===== src/rtl/sync_scheduler_pkg.sv =====
// Shared constants for the sync strobe scheduler: FSM state encodings and trigger modes.
package sync_scheduler_pkg;

    localparam logic [1:0] S_IDLE  = 2'd0;
    localparam logic [1:0] S_PULSE = 2'd1;
    localparam logic [1:0] S_WAIT  = 2'd2;
    localparam logic [1:0] S_TRIG  = 2'd3;

    localparam logic MODE_INT = 1'b0;
    localparam logic MODE_EXT = 1'b1;

endpackage


===== src/rtl/sync_edge_det.sv =====
// Two-flop synchroniser followed by a rising-edge detector; rise_o is a 1-cycle pulse.
module sync_edge_det (
    input  logic clk_i,
    input  logic rst_ni,
    input  logic d_i,
    output logic rise_o
);

    logic meta_q;
    logic sync_q;
    logic prev_q;

    always_ff @(posedge clk_i or negedge rst_ni) begin
        if (!rst_ni) begin
            meta_q <= 1'b0;
            sync_q <= 1'b0;
            prev_q <= 1'b0;
        end else begin
            meta_q <= d_i;
            sync_q <= meta_q;
            prev_q <= sync_q;
        end
    end

    assign rise_o = sync_q & ~prev_q;

endmodule


===== src/rtl/sync_scheduler.sv =====
// Sync strobe scheduler: internal periodic bursts or externally triggered strobes,
// with a guaranteed minimum spacing between o_sync rising edges.
module sync_scheduler
    import sync_scheduler_pkg::*;
#(
    parameter int unsigned CNT_W      = 24,
    parameter int unsigned BURST_W    = 16,
    parameter int unsigned PULSE_W    = 4,
    parameter int unsigned MIN_PERIOD = 16
) (
    input  logic               sys_clk,
    input  logic               rst_n,
    input  logic [CNT_W-1:0]   i_cfg_period,
    input  logic [BURST_W-1:0] i_cfg_count,
    input  logic               i_cfg_mode,
    input  logic               i_start,
    input  logic               i_stop,
    input  logic               i_ext_trig,
    output logic               o_sync,
    output logic               o_busy,
    output logic               o_done,
    output logic               o_cfg_err,
    output logic [BURST_W-1:0] o_sync_num
);

    logic [1:0]         state_q, state_d;
    logic [CNT_W-1:0]   period_q, period_d;
    logic [BURST_W-1:0] count_q, count_d;
    logic               mode_q, mode_d;
    logic [CNT_W-1:0]   cyc_q, cyc_d;
    logic [BURST_W-1:0] num_q, num_d;
    logic               sync_q, sync_d;
    logic               done_q, done_d;
    logic               err_q, err_d;
    logic               trig_rise;
    logic               run_complete;
    logic               window_end;

    sync_edge_det u_trig_det (
        .clk_i  (sys_clk),
        .rst_ni (rst_n),
        .d_i    (i_ext_trig),
        .rise_o (trig_rise)
    );

    assign run_complete = (count_q != '0) && (num_q == count_q);
    // Internal mode waits out the period; external mode only the holdoff.
    assign window_end   = (mode_q == MODE_INT) ? (cyc_q == period_q - CNT_W'(1))
                                               : (cyc_q == CNT_W'(MIN_PERIOD - 1));

    always_comb begin
        state_d  = state_q;
        period_d = period_q;
        count_d  = count_q;
        mode_d   = mode_q;
        cyc_d    = cyc_q;
        num_d    = num_q;
        done_d   = 1'b0;
        err_d    = 1'b0;

        unique case (state_q)
            S_IDLE: begin
                if (i_start && !i_stop) begin
                    period_d = i_cfg_period;
                    count_d  = i_cfg_count;
                    mode_d   = i_cfg_mode;
                    if (i_cfg_mode == MODE_INT && i_cfg_period < CNT_W'(MIN_PERIOD)) begin
                        err_d = 1'b1;
                    end else begin
                        num_d   = '0;
                        cyc_d   = '0;
                        state_d = (i_cfg_mode == MODE_INT) ? S_PULSE : S_TRIG;
                    end
                end
            end
            S_PULSE: begin
                if (cyc_q == '0) begin
                    num_d = num_q + BURST_W'(1);
                end
                cyc_d = cyc_q + CNT_W'(1);
                if (cyc_q == CNT_W'(PULSE_W - 1)) begin
                    state_d = S_WAIT;
                end
            end
            S_WAIT: begin
                cyc_d = cyc_q + CNT_W'(1);
                if (window_end) begin
                    if (run_complete) begin
                        state_d = S_IDLE;
                        done_d  = 1'b1;
                    end else if (mode_q == MODE_INT) begin
                        state_d = S_PULSE;
                        cyc_d   = '0;
                    end else begin
                        state_d = S_TRIG;
                    end
                end
            end
            S_TRIG: begin
                if (trig_rise) begin
                    state_d = S_PULSE;
                    cyc_d   = '0;
                end
            end
            default: state_d = S_IDLE;
        endcase

        // Abort beats everything outside IDLE; the pulse count is preserved.
        if (i_stop && state_q != S_IDLE) begin
            state_d = S_IDLE;
            done_d  = 1'b0;
            num_d   = num_q;
        end
    end

    assign sync_d = (state_q == S_PULSE) && (state_d != S_IDLE);

    always_ff @(posedge sys_clk or negedge rst_n) begin
        if (!rst_n) begin
            state_q  <= S_IDLE;
            period_q <= '0;
            count_q  <= '0;
            mode_q   <= MODE_INT;
            cyc_q    <= '0;
            num_q    <= '0;
            sync_q   <= 1'b0;
            done_q   <= 1'b0;
            err_q    <= 1'b0;
        end else begin
            state_q  <= state_d;
            period_q <= period_d;
            count_q  <= count_d;
            mode_q   <= mode_d;
            cyc_q    <= cyc_d;
            num_q    <= num_d;
            sync_q   <= sync_d;
            done_q   <= done_d;
            err_q    <= err_d;
        end
    end

    assign o_sync     = sync_q;
    assign o_busy     = (state_q != S_IDLE);
    assign o_done     = done_q;
    assign o_cfg_err  = err_q;
    assign o_sync_num = num_q;

endmodule

===== config.mk =====
export PLATFORM = sky130hd
export DESIGN_NAME = sync_scheduler
export DESIGN_NICKNAME = d
export VERILOG_FILES = /design/src/rtl/sync_scheduler_pkg.sv /design/src/rtl/sync_edge_det.sv /design/src/rtl/sync_scheduler.sv
export SDC_FILE = /design/constraint.sdc
export NUM_CORES = 1
export LEC_CHECK = 0
export BUFFER_PORTS_ARGS = -buffer_cell sky130_fd_sc_hd__buf_4
export CORE_AREA = 2 2 121 123
export DETAILED_ROUTE_END_ITERATION = 8
export DIE_AREA = 0 0 123 125
export HOLD_SLACK_MARGIN = 0.1
export MAX_ROUTING_LAYER = met4
export PLACE_DENSITY_LB_ADDON = 0.05
export SKIP_LAST_GASP = 1
export SLEW_MARGIN = 25
export SYNTH_ARGS = -nofsm -noshare
export SYNTH_HDL_FRONTEND = slang
export SYNTH_SLANG_ARGS = --single-unit
export TNS_END_PERCENT = 10

===== constraint.sdc =====
create_clock -name sys_clk -period 3.65 [get_ports sys_clk]
set_input_delay 0 -clock sys_clk [delete_from_list [all_inputs] [get_ports sys_clk]]
set_output_delay 0 -clock sys_clk [all_outputs]
set_load 0.005 [all_outputs]

Word-level counts from Yosys, hierarchy flattened
Index checks and enable logic that the tools add are counted.
{"block": "classes", "add_sub_neg": 3, "reduce_logical": 15, "eq_ne": 11, "muxes": 29, "n_lt_le_gt_ge": 1, "bitwise": 4}
{"operator": "2-to-1 mux 24 bit", "count": 6}
{"operator": "one-hot mux 24 bit (4 select lines)", "count": 1}
{"operator": "2-to-1 mux 16 bit", "count": 3}
{"operator": "one-hot mux 16 bit (2 select lines)", "count": 1}
{"operator": "adder 24 x 1 -> 24 bit, second input constant", "count": 1}
{"operator": "equality test 24 x 2 -> 1 bit, second input constant", "count": 1}
{"operator": "equality test 24 bit", "count": 1}
{"operator": "equality test 24 x 4 -> 1 bit, second input constant", "count": 1}
{"operator": "logical NOT 24 bit", "count": 1}
{"operator": "< comparator 24 x 5 -> 1 bit, second input constant", "count": 1}
{"operator": "subtractor 24 x 1 -> 24 bit, second input constant", "count": 1}
{"operator": "2-to-1 mux 2 bit", "count": 9}
{"operator": "adder 16 x 1 -> 16 bit, second input constant", "count": 1}
{"operator": "equality test 16 bit", "count": 1}
{"operator": "nonzero test 16 bit", "count": 1}
{"operator": "2-to-1 mux 1 bit", "count": 8}
{"operator": "!= test 2 bit, second input constant", "count": 4}
{"operator": "one-hot mux 2 bit (4 select lines)", "count": 1}
{"operator": "nonzero test 2 bit", "count": 3}
{"operator": "logical AND 1 bit", "count": 5}
{"operator": "AND reduction 5 bit", "count": 1}
{"operator": "equality test 2 bit, second input constant", "count": 2}
{"operator": "NOT 1 bit", "count": 3}
{"operator": "AND reduction 3 bit", "count": 1}
{"operator": "other kinds (5)", "count": 5}
{"block": "totals", "ff_bits": 89, "elab_cells": 75, "out_inout_bits": 20}

Longest topological paths before layout
{"block": "depth", "depth_word": 8, "ltp_mapped": 15, "ltp_nobuf": 12}

Hierarchy
Synthesis repeated with hierarchy kept, for this count alone.
{"block": "unflattened", "hier_cells": 659, "area_unflattened_um2": 6085.8}
{"module": "sync_scheduler", "cells_each": 655, "n_inst": 1, "area_per_inst_um2": 5997.0, "seq_area_each_um2": 2152.1}
{"module": "sync_edge_det", "cells_each": 4, "n_inst": 1, "area_per_inst_um2": 88.8, "seq_area_each_um2": 75.1}

Least setup slack after synthesis
No wires, ideal clock.
{"block": "synth_timing", "path_kind": "register -> register", "startpoint": "register period_q[0]", "endpoint": "register cyc_q[14]", "arrival_time_ns": 3.058, "synth_period_minus_slack_ns": 3.177, "path_buffers": 3, "stages_incl_launch_ff": 16, "setup_slack_ns": 0.473, "path_cell_list": "dfrtp_1 > buf_6 > inv_1 > ha_1 > or3b_2 > clkbuf_1 > or4_1 > a21oi_1 > xnor2_1 > o2111a_1 > nand4b_2 > nor3_4 > a31oi_4 > nor2_4 > buf_8 > nor2_2"}
{"block": "synth_via", "elab_chain_cells": 5}
{"item": "start, declared", "line_no": "sync_scheduler.sv:27", "rtl": "logic [CNT_W-1:0] period_q, period_d;"}
{"item": "start signal, assigned", "line_no": "sync_scheduler.sv:131", "rtl": "period_q <= period_d;"}
{"item": "subtractor 24 x 1 -> 24 bit", "line_no": "sync_scheduler.sv:48", "rtl": "assign window_end = (mode_q == MODE_INT) ? (cyc_q == period_q - CNT_W'(1))"}
{"item": "equality test 24 bit", "line_no": "sync_scheduler.sv:48"}
{"item": "2-to-1 mux 1 bit", "line_no": "sync_scheduler.sv:48"}
{"item": "2-to-1 mux 24 bit", "line_no": "sync_scheduler.sv:87", "rtl": "if (window_end) begin"}
{"item": "one-hot mux 24 bit (4 select lines)", "line_no": "sync_scheduler.sv:61", "rtl": "unique case (state_q)"}
{"item": "end signal, assigned", "line_no": "sync_scheduler.sv:134", "rtl": "cyc_q <= cyc_d;"}
{"item": "end, declared", "line_no": "sync_scheduler.sv:30", "rtl": "logic [CNT_W-1:0] cyc_q, cyc_d;"}
Every way passes these cells.
A chain may end at the register's enable or synchronous reset.

Worst setup path after layout
{"block": "layout_timing", "startpoint": "register period_q[4]", "endpoint": "register cyc_q[6]"}
Same word-level chain as after synthesis.

==> results by group <==
Floorplan
  • DIE WIDTH: 123 um
  • DIE AREA: 15380 um^2
  • Starting Density: 0.3887
  • Area of the core: 14200 um^2
  • FP Rows: 44
  • Die extent in y: 125 um
  • I/O pin count: 66

Setup path
  • Reg2reg start: period_q[4]
  • Crit path max-delay cell type: or4_1
  • Worst Path Required: 3890 ps
  • Critical Path AT: 3680 ps
  • Worst setup path class: reg2reg
  • Startpoint Class: flop
  • Crit path cell chain: or4_1, or4_1, a21oi_1, xnor2_1, o2111a_1, nand4b_2, nor3_4, a31oi_4, nor2_4, buf_4, nor2_1
  • Origin of the worst setup path: period_q[4]
  • Most used cell, CP: or4_1
  • R2r worst-path depth: 11
  • Crit path largest cell delay: 700 ps
  • CP endpoint kind: flop
  • Crit Path Max Fanout: 11

Clock network
  • CTS buffer count: 9
  • Clock Path Buffers: 2
  • CTS sink count: 89
  • Clock Latency Late Sink: 360 ps
  • Post-CTS Setup Bufs: 0
  • CTS tree: done
  • CTS Root Cell: clkbuf_16
  • Htree depth: 3
  • Clock-pin slew on the worst setup and hold paths: 70 ps

Global routing
  • Initial antenna violation count: 0
  • First-pass GRT wire length: 25090 um
  • Global Route Usage Sum: 0.2147
  • Largest net degree at the start of global routing: 74
  • Vias in the first global route: 4712
  • Remaining global-route overflow: 0

STA
  • Final TNS setup: 0 ps
  • Relative slew slack: 0.5348
  • RSZ-0062 raised after global routing: false
  • Crit path time final: 3439 ps
  • Setup violators final: 0
  • Worst clock skew: 10.87 ps
  • Pins over their slew limit: 0
  • Worst slew pin tran: 697.8 ps
  • FMAX: 290.8 MHz
  • Fin crit share: 0.9422
  • Fin. Hold Viols: 0
  • WHS: 144.6 ps

Routing
  • DR vias/cell: 5.438
  • WL/cell: 17.36 um
  • Final WL: 15080 um
  • Via count: 4726
  • Antenna viol nets, final: 0
  • Drt drc: 0
  • DRT Pass-1 Iters: 5
  • Initial DRC Count: 337

Place
  • GP Congestion: 0.8136
  • Buffers added on ports: 65
  • Half-perimeter wire length after placement: 10980 um

Pwr
  • PD cells: 635.9 nW/um^2
  • Lkg Pwr: 2.851 nW
  • VDD IR max: 282.0 uV
  • Total Power: 4.440 mW

Logic synthesis
  • Post-synth EDFFs: 0
  • Synth Net Count: 630
  • Yosys synthesis warning count: 0
  • Adder-Cell Fraction of Synth Area: 0.01813
  • Fraction of registers with async set/reset: 1.000
  • Cell count after synthesis: 576
  • Synth Area in XOR/XNOR: 0.09995
  • Post-synthesis simple-gate area fraction: 0.2418
  • Synth Cell Area: 5520 um^2
  • Synth Area in Compound Gates: 0.1022
  • Seq/Total Area, Yosys: 0.4034
  • Distinct cell type count of the synthesized netlist: 67
  • Top_reg_cell synth: dfrtp_1
  • Syn_area_per_cell: 9.584 um^2
  • #FFs+latches synth: 89
  • Multiplexer area fraction after synthesis: 0.09316
  • Main combinational cell family by area after synthesis: simple AND/OR/NAND/NOR gates

Layout
  • Most frequent cells in the layout: dfrtp_1 (89), buf_4 (79), nand2_1 (49), dlygate4sd3_1 (45), nor2_1 (44)
  • Share of cells above drive strength 1: 0.2511
  • Commonest non-fill, non-tap cell in the layout: dfrtp_1
  • Nets: 734
  • ANT cells: 0
  • Layout area overhead: 26.47%
  • Final Core Density: 0.4915

Hold path
  • Hold Crit Depth: 4
  • Min-delay worst type: in2reg
  • Min-delay src: i_start

Run status
  • Status: completed

Job
  • Max-cap violation count: 0
==> synthesized netlist by cell type (10+ instances only) <==
cell type   n  share of area
inv_1      18          0.012
nor2_2     10          0.011
nand4_1    16          0.018
nor4_1     22          0.025
xor2_1     26          0.041
xnor2_1    37          0.059
nor2_1     44          0.030
dfrtp_1    89           0.40
and3_1     11          0.012
a21oi_1    11          0.010
o21ai_0    17          0.015
or4_1      13          0.018
clkbuf_1   22          0.015
mux2_2     43          0.088
nand3_1    27          0.024
nand2_1    51          0.035
nor3_1     14          0.013
==> final cells by class <==
cell class / instances / area [um^2]
clock inverters: 7 / 83.83
well taps: 184 / 230.2
flip-flops and latches: 89 / 2227
clock buffers: 9 / 225.2
fillers: 1362 / 7222
repair buffers: 125 / 1055
inverters: 19 / 71.32
multi-input cells: 436 / 3089
==> cell families after synthesis <==
| group | count (synthesis) |
|---|---|
| muxes | 46 |
| adders and majority gates | 8 |
| and+or+nand+nor | 241 |
| buffers and inverters | 51 |
| xor gates and xnor gates | 63 |
| AOI/OAI and AO/OA | 78 |
| DFF | 89 |
==> timing repair <==
action                     4_1_cts  5_1_grt
resized for setup                0        4
hold buffers                    45        0
hold endpoints to repair       119        0
setup endpoints to repair        0       19
==> state kept, by name (all words and copies together) (netlist names) <==
register,count
count_q,16
cyc_q,24
mode_q,1
o_cfg_err,1
o_done,1
o_sync,1
o_sync_num,16
period_q,24
state_q,2
u_trig_det.meta_q,1
u_trig_det.prev_q,1
u_trig_det.sync_q,1
==> stage by stage <==
step	worst slack, ps	instance area, um^2	instances
2_1_floorplan	473.2	5520	576
3_3_place_gp	278.1	6197	808
3_5_place_dp	217.0	6197	808
4_1_cts	192.8	6957	869
5_1_grt	2.234	6982	869
6_report	211.1	6982	869
==> final timing paths <==
kind	endpoint	slack [ps]
max in group asynchronous	state_q[1]	2680
setup reg to reg	cyc_q[6]	210
hold / removal	state_q[1]	140
min in group asynchronous	period_q[23]	240
hold reg to reg	u_trig_det.sync_q	350
setup / recovery	cyc_q[6]	210
==> critical path: cells and delay by family (launching register included) <==
family / cells / cell delay [ps]
simple gates: 6 / 1850
xor+xnor: 1 / 140
buf+inv: 1 / 190
flops: 1 / 470
compound gates: 3 / 650
==> power by group <==
part | switching (mW) | internal, mW
Clock | 0.440 | 0.545
Combinational | 0.924 | 0.871
Sequential | 0.407 | 1.25
Total | 1.77 | 2.67
==> routing by layer <==
layer | GRT usage | part of all wire | routed length [um] | vias to the layer above
li1 | - | - | - | 2288
met1 | 0.2745 | 0.45 | 6788 | 2316
met2 | 0.3503 | 0.50 | 7560 | 103
met3 | 0.02874 | 0.033 | 495 | 19
met4 | 0.07019 | 0.016 | 237 | 0
met5 | - | 0 | 0 | -
(Power assumes the default switching activity.)
